File: config.mk
export PLATFORM = sky130hd
export DESIGN_NAME = fetch_stage
export DESIGN_NICKNAME = d
export VERILOG_FILES = /design/src/rtl/mips_pkg.sv /design/src/rtl/fetch_stage_flopenrc.sv /design/src/rtl/fetch_stage.sv
export SDC_FILE = /design/constraint.sdc
export NUM_CORES = 1
export LEC_CHECK = 0
export CORE_MARGIN = 5
export CORE_UTILIZATION = 42
export DETAILED_ROUTE_END_ITERATION = 8
export GPL_TIMING_DRIVEN = 0
export PLACE_DENSITY = 0.81
export SYNTH_ARGS = -nofsm -noshare
export SYNTH_HDL_FRONTEND = slang
export SYNTH_SLANG_ARGS = --single-unit
File: constraint.sdc
create_clock -name clk -period 2.29 [get_ports clk]
set_input_delay 0.5725 -clock clk [delete_from_list [all_inputs] [get_ports clk]]
set_output_delay 0.5725 -clock clk [all_outputs]
set_load 0.02 [all_outputs]
File: src/rtl/mips_pkg.sv
// Shared types and constants for the MIPS pipeline.
// Holds the NOP encoding, the fetch FSM state type and the default reset PC.
package mips_pkg;

    localparam logic [31:0] NOP          = 32'h0000_0000;
    localparam logic [31:0] RESET_PC_DEF = 32'h0000_0000;

    typedef enum logic [1:0] {
        S_FETCH = 2'd0,
        S_WAIT  = 2'd1,
        S_DRAIN = 2'd2
    } fetch_state_t;

endpackage

File: src/rtl/fetch_stage_flopenrc.sv
// Width-parameterised flop with synchronous reset, clear and enable.
// Ports: clk, reset, en (load), clr (zero), d, q. Priority: reset > clr > en.
module flopenrc #(
    parameter int W = 8
) (
    input  logic         clk,
    input  logic         reset,
    input  logic         en,
    input  logic         clr,
    input  logic [W-1:0] d,
    output logic [W-1:0] q
);

    always_ff @(posedge clk) begin
        if (reset) begin
            q <= '0;
        end else if (clr) begin
            q <= '0;
        end else if (en) begin
            q <= d;
        end
    end

endmodule

File: src/rtl/fetch_stage.sv
// Fetch stage: PC register, instruction-memory handshake FSM and the
// Fetch/Decode register. Hazard inputs StallF/StallD; redirect inputs
// PCSrcD/JumpD with targets; memory port ImemReq/ImemAddr/ImemRdata/ImemValid;
// outputs PCF, InstrD, PCPlus4D and ImemBusyF (memory wait stall).
// Build option: DELAY_SLOT_EN keeps the instruction fetched alongside a
// redirect (branch delay slot) instead of flushing/draining it.
module fetch_stage
    import mips_pkg::*;
#(
    parameter int               WIDTH    = 32,
    parameter logic [WIDTH-1:0] RESET_PC = WIDTH'(RESET_PC_DEF)
) (
    input  logic             clk,
    input  logic             reset,
    input  logic             StallF,
    input  logic             StallD,
    input  logic             PCSrcD,
    input  logic             JumpD,
    input  logic [WIDTH-1:0] PCBranchD,
    input  logic [WIDTH-1:0] PCJumpD,
    output logic             ImemReq,
    output logic [WIDTH-1:0] ImemAddr,
    input  logic [WIDTH-1:0] ImemRdata,
    input  logic             ImemValid,
    output logic             ImemBusyF,
    output logic [WIDTH-1:0] PCF,
    output logic [WIDTH-1:0] InstrD,
    output logic [WIDTH-1:0] PCPlus4D
);

    fetch_state_t     state;
    fetch_state_t     state_n;
    fetch_state_t     kill_st;
    logic [WIDTH-1:0] pc_plus4;
    logic [WIDTH-1:0] pc_next;
    logic             redirect;
    logic             delivered;
    logic             take;
    logic             flush;
    logic [2*WIDTH-1:0] fd_d;
    logic [2*WIDTH-1:0] fd_q;

    assign pc_plus4  = PCF + WIDTH'(4);
    assign redirect  = (JumpD | PCSrcD) & ~StallF;
    // A response in S_DRAIN belongs to a killed fetch.
    assign delivered = ImemValid & (state != S_DRAIN);
    // Under StallF the delivery is dropped and re-requested later.
    assign take      = delivered & ~StallF;

`ifdef DELAY_SLOT_EN
    assign flush   = 1'b0;
    assign kill_st = S_FETCH;
`else
    assign flush   = redirect & ~StallD;
    assign kill_st = S_DRAIN;
`endif

    always_comb begin
        pc_next = PCF;
        priority case (1'b1)
            redirect & JumpD: pc_next = PCJumpD;
            redirect:         pc_next = PCBranchD;
            take:             pc_next = pc_plus4;
            default:          pc_next = PCF;
        endcase
    end

    always_ff @(posedge clk) begin
        if (reset) begin
            PCF <= RESET_PC;
        end else begin
            PCF <= pc_next;
        end
    end

    always_ff @(posedge clk) begin
        if (reset) begin
            state <= S_FETCH;
        end else begin
            state <= state_n;
        end
    end

    // A request left outstanding across a redirect is wrong-path,
    // whether it was issued this cycle or earlier.
    always_comb begin
        state_n = state;
        unique case (state)
            S_FETCH: begin
                if (!ImemValid) begin
                    state_n = (redirect && kill_st == S_DRAIN) ?
                              S_DRAIN : S_WAIT;
                end
            end
            S_WAIT: begin
                if (ImemValid) begin
                    state_n = S_FETCH;
                end else if (redirect) begin
                    state_n = kill_st;
                end
            end
            S_DRAIN: begin
                if (ImemValid) begin
                    state_n = S_FETCH;
                end
            end
            default: state_n = S_FETCH;
        endcase
    end

    always_comb begin
        ImemReq   = 1'b1;
        ImemAddr  = PCF;
        ImemBusyF = 1'b0;
        unique case (state)
            S_FETCH: begin
                ImemReq   = 1'b1;
                ImemBusyF = 1'b0;
            end
            S_WAIT: begin
                ImemReq   = 1'b1;
                ImemBusyF = 1'b1;
            end
            S_DRAIN: begin
                ImemReq   = 1'b0;
                ImemBusyF = 1'b1;
            end
            default: begin
                ImemReq   = 1'b1;
                ImemBusyF = 1'b0;
            end
        endcase
    end

    assign fd_d = take ? {ImemRdata, pc_plus4}
                       : {WIDTH'(NOP), {WIDTH{1'b0}}};

    flopenrc #(
        .W(2 * WIDTH)
    ) u_fd (
        .clk  (clk),
        .reset(reset),
        .en   (~StallD),
        .clr  (flush),
        .d    (fd_d),
        .q    (fd_q)
    );

    assign InstrD   = fd_q[2*WIDTH-1:WIDTH];
    assign PCPlus4D = fd_q[WIDTH-1:0];

endmodule
==> metrics.txt <==
outcome=finished, final reports clean; worst-path fanout max=10; RR Startpoint=ImemAddr[9]; routed len/inst=19.3 um; proportion of layout cells with a drive suffix above 1=0.119; Vias=around 6000; pwr dens=529 nW/um2; router iterations before antenna repair=6; metal2 WL=roughly 9300 um; storage element area=slightly below 2000 um2; CTS H-Tree Depth=3; setup violators final=0; WP data required=~2500 ps; WL met3=between 1500 and 2000 um; worst vdd ir=approximately 0.00040 V; post-synthesis sequential area ratio=0.382; initial antenna violation count=0; Worst R2R Setup Slack=approximately 110 ps; nature of the critical path startpoint=input pin; total of max-cap violations=0; gr usage total=0.262; Num CTS Buffers=9; critical path endpoint category=register; largest net degree at the start of global routing=18; die area=roughly 15000 um2; Final #Nets=between 900 and 1000; CTS tree=yes; post-detail-place hpwl=between 10000 and 15000 um; Min-Delay Path Class=reg -> reg; # diodes=0; Yosys reg bits=98; ys async rst share=0; Worst Clk Skew=7.84 ps; RR Endpoint=ImemAddr[19]; Synth area leader=dfxtp_1; yosys warns=0; Syn Inst Count=640; io pins=233; final WL=slightly below 20000 um; Area contributors post-synth=dfxtp_1, a22oi_1, nor2_1, buf_4, nand2_1; final hold violation count=0; Fin Setup TNS=0 ps; Die Y=approximately 120 um; Core Box Area=between 10000 and 15000 um2; PortBufs=between 200 and 250; top layer in use=met4; Final min period=2250 ps; CTS Root Cell=clkbuf_16; Synth cell types=58; total power=roughly 4.3 mW; Post-CTS Setup Inserts=0; Worst Reg-to-Reg Cells=7; normalized max-slew margin=0.555; clk slew on worst S/H paths=~70 ps; Die Wd=approximately 120 um; Avg Cell Area, Syn=8.04 um2; Layout area overhead=57.0%; Hold Path End=u_fd.q[27]; global-route wire length before repair=slightly above 30000 um; Mapped Nets=747; WL met1=8040 um; Final Cycle Share=0.984; vias in the first global route=5644; Via density=5.79; critical path class=in -> reg; Final ANT Viol Nets=0; dominant synthesized flop cell=dfxtp_1; Rows=40; worst slew pin tran=about 670 ps; FILL cells=between 900 and 1000; synthesized area=between 5000 and 6000 um2; DRC violations left=0; DRT iter0 DRCs=just under 600; Starting Density=0.428; multi-input logic area=between 2000 and 3000 um2; Post-synth EDFFs=0; RSZ-0062 raised after global routing=true; latest clock arrival within the worst-skew pair=350 ps; Slew Viols, Final=0; global route overflow=0; clk sinks=98; Static Leak=~2.9 nW; WHS Path Cells=2; Hold Crit Start=u_fd.q[27]; Final GP Congestion=approximately 0.95; critical path data arrival time=between 2000 and 3000 ps; top cell type's share of synthesized area=0.382; Max Fclk=approximately 440 MHz; Max clock buf depth=2
-- registers in the layout (all words and copies together), names as in the netlist --
name and flops:
state 2, ImemAddr 32, u_fd.q 64
-- cell families (layout without fill, tap and decap cells) --
kind of cell / after synthesis / in the layout / synth area share
compound gates: 175 / 175 / 0.229
xor+xnor: 28 / 28 / 0.0477
fa+ha+maj: 4 / 4 / 0.00973
buf+inv: 90 / 332 / 0.0895
flops: 98 / 98 / 0.382
mux: 4 / 4 / 0.00803
simple gates: 241 / 241 / 0.235
-- synthesized netlist by cell type, drive strengths merged (4+ instances only) --
| library cell | instances |
|---|---|
| a21oi | 39 |
| xor2 | 7 |
| ha | 4 |
| o32ai | 5 |
| a31oi | 6 |
| o22ai | 4 |
| nand2 | 56 |
| or4 | 4 |
| nor4 | 14 |
| dfxtp | 98 |
| o21ai | 32 |
| nor3 | 18 |
| nor2b | 6 |
| nor2 | 76 |
| and2 | 4 |
| a22o | 6 |
| and3 | 10 |
| nand3b | 6 |
| a22oi | 47 |
| nand3 | 16 |
| xnor2 | 21 |
| o31a | 5 |
| buf | 35 |
| and4 | 5 |
| nand2b | 7 |
| inv | 12 |
| clkbuf | 43 |
| nand4 | 8 |
| a222oi | 4 |
-- final cells by class --
cell class	instances	share of cell area
buffer	75	0.0555
clock buffer	9	0.0279
clock inverter	7	0.00667
inverter	12	0.00558
multi-input combinational	452	0.351
sequential	98	0.246
tap	147	0.0228
timing repair buffer	229	0.284
-- critical path, stage by stage --
cell and delay (ps):
clkdlybuf4s50_1 610, buf_2 310, a21o_1 300, clkbuf_2 360, a21oi_1 90, a211oi_1 250
-- routing by layer --
layer | track usage | vias to the layer above
li1 | - | 2772
met1 | 0.336 | 2784
met2 | 0.425 | 352
met3 | 0.0730 | 55
met4 | 0.0885 | 0
met5 | 0 | -
-- worst max path at each step --
stage                startpoint      endpoint
floorplan           ImemAddr[9]  ImemAddr[19]
global placement         PCSrcD    u_fd.q[25]
detailed placement       PCSrcD    u_fd.q[23]
CTS                 ImemAddr[3]  ImemAddr[24]
global route             StallF  ImemAddr[17]
finish                   StallF  ImemAddr[10]
-- placed cells by master, fill, tap and decap left out, drive strengths merged, types with 21 or more instances in the layout --
cell type / n
dfxtp: 98
clkdlybuf4s50: 226
buf: 37
xnor2: 21
clkbuf: 47
nor2: 76
nand2: 56
o21ai: 32
a21oi: 39
a22oi: 47
-- per-stage QoR --
stage | cell area, um2 | hold slack (ps) | util | worst slack (ps) | instances
after floorplan | 5140 | 502 | - | 33.5 | 640
after global placement | 7620 | 434 | 0.634 | -1100 | 1016
after detailed placement | 7620 | 441 | 0.634 | -1190 | 1016
after CTS | 7960 | 451 | 0.663 | 1.14 | 1030
after global routing | 8070 | 461 | 0.672 | -65.5 | 1029
final | 8070 | 445 | 0.672 | 37.6 | 1029
-- report_power, final --
part	leakage [nW]	total (mW)	switching, mW	internal, mW
logic	1.92	0.971	0.484	0.487
clock network	0.134	1.45	0.704	0.747
registers	0.801	1.85	0.0924	1.76
total	2.85	4.27	1.28	2.99
-- repair_timing --
action / 4_1_cts / 5_1_grt
setup endpoints to repair: 96 / 82
pin swaps: 0 / 1
hold buffers: 0 / 0
hold endpoints to repair: 0 / 0
gates resized for setup: 33 / 43
Power figures use the tool's default switching activity.
